$ cat src/rtl/prog_clock_divider.sv
// rtl/prog_clock_divider.sv - multi-channel programmable clock divider with glitch-free reprogramming
module prog_clock_divider #(
  parameter int CHANNELS     = 4,
  parameter int CNT_W        = 28,
  parameter int DEFAULT_HALF = 25000000,
  localparam int CH_W        = (CHANNELS > 1) ? $clog2(CHANNELS) : 1
) (
  input  logic                clk,
  input  logic                rst_n,
  input  logic [CHANNELS-1:0] en,
  input  logic                sync,
  input  logic                wr_en,
  input  logic [CH_W-1:0]     wr_ch,
  input  logic [CNT_W-1:0]    wr_data,
  output logic [CHANNELS-1:0] div_clk,
  output logic [CHANNELS-1:0] tick,
  output logic [CHANNELS-1:0] pend
);

  localparam logic [CNT_W-1:0] DEF_H    = CNT_W'(DEFAULT_HALF);
  localparam logic [CH_W:0]    CH_LIMIT = (CH_W + 1)'(CHANNELS);

  logic [1:0] rst_sync_q;
  logic       active;

  logic [CNT_W-1:0] h_q   [CHANNELS];
  logic [CNT_W-1:0] h_d   [CHANNELS];
  logic [CNT_W-1:0] p_q   [CHANNELS];
  logic [CNT_W-1:0] p_d   [CHANNELS];
  logic [CNT_W-1:0] cnt_q [CHANNELS];
  logic [CNT_W-1:0] cnt_d [CHANNELS];

  logic [CHANNELS-1:0] div_q, div_d;
  logic [CHANNELS-1:0] tick_q, tick_d;
  logic [CHANNELS-1:0] pend_q, pend_d;
  logic [CHANNELS-1:0] idle_w;
  logic [CHANNELS-1:0] hit_w;
  logic [CHANNELS-1:0] wrap_w;
  logic                wr_valid;

  // Two-stage release synchroniser: assert is immediate, release follows clk.
  always_ff @(posedge clk or negedge rst_n) begin
    if (!rst_n) begin
      rst_sync_q <= 2'b00;
    end else begin
      rst_sync_q <= {rst_sync_q[0], 1'b1};
    end
  end

  assign active   = rst_sync_q[1];
  assign wr_valid = wr_en && ({1'b0, wr_ch} < CH_LIMIT);

  // Per-channel status: parked/disabled, targeted by the write port, last cycle of a level.
  always_comb begin
    idle_w = '0;
    hit_w  = '0;
    wrap_w = '0;
    for (int i = 0; i < CHANNELS; i++) begin
      idle_w[i] = !en[i] || (h_q[i] == '0);
      hit_w[i]  = wr_valid && (wr_ch == CH_W'(i));
      wrap_w[i] = (cnt_q[i] == (h_q[i] - CNT_W'(1)));
    end
  end

  // Next-state: hold in reset values until released, then park/realign/toggle/count,
  // swapping in a pending half-period only at a level boundary or while parked.
  always_comb begin
    div_d  = div_q;
    tick_d = '0;
    pend_d = pend_q;
    for (int i = 0; i < CHANNELS; i++) begin
      h_d[i]   = h_q[i];
      p_d[i]   = p_q[i];
      cnt_d[i] = cnt_q[i];
      if (!active) begin
        h_d[i]    = DEF_H;
        p_d[i]    = DEF_H;
        cnt_d[i]  = '0;
        div_d[i]  = 1'b0;
        pend_d[i] = 1'b0;
      end else begin
        if (idle_w[i]) begin
          cnt_d[i] = '0;
          div_d[i] = 1'b0;
          if (pend_q[i]) begin
            h_d[i]    = p_q[i];
            pend_d[i] = 1'b0;
          end
        end else if (sync) begin
          cnt_d[i] = '0;
          div_d[i] = 1'b0;
        end else if (wrap_w[i]) begin
          cnt_d[i]  = '0;
          div_d[i]  = !div_q[i];
          tick_d[i] = !div_q[i];
          if (pend_q[i]) begin
            h_d[i]    = p_q[i];
            pend_d[i] = 1'b0;
          end
        end else begin
          cnt_d[i] = cnt_q[i] + CNT_W'(1);
        end
        // A write in the same cycle as an application is kept for the next boundary.
        if (hit_w[i]) begin
          p_d[i]    = wr_data;
          pend_d[i] = 1'b1;
        end
      end
    end
  end

  // Channel state registers, cleared asynchronously by reset.
  always_ff @(posedge clk or negedge rst_n) begin
    if (!rst_n) begin
      div_q  <= '0;
      tick_q <= '0;
      pend_q <= '0;
      for (int i = 0; i < CHANNELS; i++) begin
        h_q[i]   <= DEF_H;
        p_q[i]   <= DEF_H;
        cnt_q[i] <= '0;
      end
    end else begin
      div_q  <= div_d;
      tick_q <= tick_d;
      pend_q <= pend_d;
      for (int i = 0; i < CHANNELS; i++) begin
        h_q[i]   <= h_d[i];
        p_q[i]   <= p_d[i];
        cnt_q[i] <= cnt_d[i];
      end
    end
  end

  assign div_clk = div_q;
  assign tick    = tick_q;
  assign pend    = pend_q;

endmodule

$ cat config.mk
export PLATFORM = sky130hd
export DESIGN_NAME = prog_clock_divider
export DESIGN_NICKNAME = d
export VERILOG_FILES = /design/src/rtl/prog_clock_divider.sv
export SDC_FILE = /design/constraint.sdc
export NUM_CORES = 1
export LEC_CHECK = 0
export ABC_AREA = 1
export BUFFER_PORTS_ARGS = -buffer_cell sky130_fd_sc_hd__buf_2
export CORE_ASPECT_RATIO = 0.5
export CORE_MARGIN = 3
export CORE_UTILIZATION = 60
export CTS_BUF_LIST = sky130_fd_sc_hd__clkbuf_4
export CTS_CLUSTER_SIZE = 30
export DETAILED_ROUTE_END_ITERATION = 10
export GPL_ROUTABILITY_DRIVEN = 0
export GPL_TIMING_DRIVEN = 0
export PLACE_DENSITY = 0.77
export SETUP_SLACK_MARGIN = 0.15
export SLEW_MARGIN = 20
export SYNTH_ARGS = -nofsm -noshare
export SYNTH_HDL_FRONTEND = slang
export SYNTH_SLANG_ARGS = --single-unit
$ cat constraint.sdc
create_clock -name clk -period 3 [get_ports clk]
set_clock_uncertainty 0.1 [all_clocks]
set_input_delay 0.6 -clock clk [delete_from_list [all_inputs] [get_ports clk]]
set_output_delay 0.6 -clock clk [all_outputs]
set_load 0.1 [all_outputs]
==> results.sh <==
export IMPL_outcome="finished, final reports clean"
export IMPL_root_buffer="clkbuf_4"
export IMPL_worst_pin_slew_ns=0.862
export IMPL_arrival_ns=3.34
export IMPL_syn_nets=3096
export IMPL_layout_nets=3255
export IMPL_setup_viol=0
export IMPL_startpoint_type="register"
export IMPL_startpoint="h_q[0]"
export IMPL_hold_viol=0
export IMPL_drv_cap=0
export IMPL_critPathMaxFanout=10
export IMPL_cts_tree="built"
export IMPL_vias=20261
export IMPL_grt_util_all_layers=0.305
export IMPL_endpoint="cnt_q[12]"
export IMPL_clkSinkCount=350
export IMPL_fin_ws_ns=0.241
export IMPL_powerDensity_nw_per_um2=473
export IMPL_via_per_inst=5.40
export IMPL_ioPinCount=50
export IMPL_drv_slew=0
export IMPL_leakage_nw=12.4
export IMPL_postSynthAreaPerCell_um2=7.15
export IMPL_avgRoutedWirePerCell_um=15.6
export IMPL_grt_max_degree=100
export IMPL_relSlewSlack=0.421
export IMPL_irDropWorstVdd_uv=254
export IMPL_slowest_stage="dfrtp_1"
export IMPL_final_util=0.693
export IMPL_synth_edf_count=0
export IMPL_ys_types=45
export IMPL_min_path_type="input pin to register"
export IMPL_reg2reg_from="h_q[0]"
export IMPL_portBuffers=49
export IMPL_dr_pass1_iters=8
export IMPL_fp_dieW_um=276
export IMPL_period_needed_ns=2.76
export IMPL_grt_overflow_total=0
export IMPL_syn_instance_count=3050
export IMPL_min_period_over_period=0.920
export IMPL_cpPeakStageDelay_ns=0.44
export IMPL_r2r_setup_slack_ns=0.24
export IMPL_async_flop_share=1.00
export IMPL_clk_pin_slew_worst_paths_ns=0.08
export IMPL_fin_setup_tns_ns=0
export IMPL_worstPathRequired_ns=3.58
export IMPL_grt_first_pass_wirelength_mm=95.3
export IMPL_yosys_warnings=0
export IMPL_end_kind="register"
export IMPL_ys_seq_area_frac=0.407
export IMPL_ys_flop_type="dfrtp_1"
export IMPL_start_util=0.621
export IMPL_die_area_um2=38800
export IMPL_hold_path_cell_count=3
export IMPL_rows=48
export IMPL_synth_area_um2=21800
export IMPL_whs_ns=0.0592
export IMPL_timing_fmax_ghz=0.363
export IMPL_area_delta_synth_final_pct=11.6
export IMPL_core_area_um2=35100
export IMPL_drt_initial_drc_count=2014
export IMPL_antenna_found_initial=1
export IMPL_dp_cells=3577
export IMPL_synth_seq_cells=350
export IMPL_route_detailed_drc=0
export IMPL_path_class="register to register"
export IMPL_die_h_um=141
export IMPL_post_place_ws_ns=-0.0139
export IMPL_ant_nets=0
export IMPL_reg2regPathDepth=15
export IMPL_insertion_delay_ns=0.79
export IMPL_rsz0062_at_grt="no"
export IMPL_instances_no_fill=3749
export IMPL_hpwl_mm=43.9
export IMPL_cts_buffers_inserted=80
export IMPL_cp_common_cell="nand2_1"
export IMPL_totalWireLength_mm=58.7
export IMPL_htreeDepth=3
export IMPL_max_clock_path_buffers=3
export IMPL_post_route_cells_drive_above_1_share=0.146
export IMPL_crit_chain="inv_4, ha_4, nand2_4, nor2_4, nand2_1, xor2_2, nand2_1, nor2_1, nand2_1, nor2_2, nand3_2, buf_4, nand3_4, buf_4, nor2_1"
export IMPL_r2r_end="cnt_q[12]"
export IMPL_grt_pass1_vias=18785
## state kept, by name, indices dropped and copies added (netlist names)
name,count
p_q,112
h_q,112
tick,4
cnt_q,112
div_clk,4
rst_sync_q,2
pend,4
## synth_stat cells (5+ instances only)
cell type / instances / area [um^2]
nand2_1: 962 / 3610
xnor2_1: 48 / 420
o21bai_1: 9 / 67.6
xor2_1: 137 / 1200
ha_1: 8 / 100
nor2_2: 26 / 163
nand4_1: 164 / 1030
nand2_2: 12 / 75.1
nor3_1: 39 / 195
dfstp_2: 96 / 2520
nor2_1: 439 / 1650
nor2_4: 8 / 90.1
a21oi_1: 11 / 55.1
nand3b_1: 21 / 158
or2_2: 6 / 37.5
nand2_4: 5 / 56.3
clkbuf_1: 55 / 206
buf_2: 19 / 95.1
nand3_2: 6 / 60.1
o21ai_0: 105 / 526
inv_1: 359 / 1350
buf_6: 16 / 180
nand3_1: 161 / 806
a22oi_1: 24 / 180
xnor3_1: 8 / 180
inv_2: 5 / 18.8
dfrtp_1: 254 / 6360
nor4_1: 9 / 56.3
## power by group
part | internal (W) | switching, W | total [W]
clock | 0.00206 | 0.00202 | 0.00408
combinational | 0.000724 | 0.00143 | 0.00215
sequential | 0.00504 | 0.000264 | 0.00530
total | 0.00783 | 0.00371 | 0.0115
## kinds of logic after synthesis
logic type,share of synthesized area
AOI/OAI and AO/OA,0.0407
xor gates and xnor gates,0.0858
adders and majority gates,0.00459
buffers and inverters,0.0869
DFF,0.407
other,0.000172
and+or+nand+nor,0.375
## cell type report
| type | count | area [um^2] |
|---|---|---|
| clock buffers | 124 | 931 |
| diodes | 1 | 2.50 |
| fillers | 3099 | 10800 |
| plain buffers | 96 | 548 |
| inverters | 367 | 1380 |
| flip-flops and latches | 350 | 8900 |
| repair buffers | 76 | 531 |
| well taps | 475 | 594 |
| clock inverters | 22 | 149 |
| multi-input cells | 2238 | 11300 |
## worst min path at each step
stage	from	end	slack (ns)
after detailed placement	rst_sync_q[0]	rst_sync_q[1]	0.24
after global routing	wr_data[11]	p_q[67]	0.009
after floorplan	rst_n	cnt_q[0]	0.20
final	wr_data[2]	p_q[86]	0.06
after CTS	wr_data[11]	p_q[67]	0.002
after global placement	rst_sync_q[0]	rst_sync_q[1]	0.23
## critical path: cells and delay by family, from the launching register on
kind	cells	cell delay, ns
simple gates	10	1.23
fa+ha+maj	1	0.19
flops	1	0.44
xor+xnor	1	0.17
buf+inv	3	0.52
## cells in the final DEF, fill, tap and decap left out, drive strengths merged, types with 3 or more instances in the layout
cell	count
nand2	979
nor2	476
inv	364
dfrtp	254
clkbuf	182
nand3	171
nand4	164
xor2	137
buf	108
o21ai	106
dfstp	96
xnor2	48
nor3	43
a22oi	24
clkinv	23
nand3b	21
a21oi	11
o21bai	9
nor4	9
xnor3	8
ha	8
or2	6
dlygate4sd3	5
xor3	3
o21a	3
nor3b	3
## layer usage
layer  GRT usage  wire length (um)  vias up
li1            -                 -     9987
met1       0.454             28000     9460
met2       0.440             24500      700
met3      0.0682              4590      114
met4       0.102              1650        0
met5           0                 0        -
## repair_timing
action	4_1_cts	5_1_grt
hold buffers	5	0
resized for setup	13	84
pin swaps	1	11
endpoints found under the setup margin	124	210
endpoints found under the hold margin	80	0
buffers inserted	2	17
gates cloned	0	1
## through the flow
stage / area [um^2] / power, W
after global routing: 24400 / 0.0122
final: 24400 / 0.0115
after global placement: 22700 / 0.00728
after floorplan: 21800 / 0.00674
after CTS: 24000 / 0.0114
after detailed placement: 22800 / 0.00735
Power figures use the tool's default switching activity.
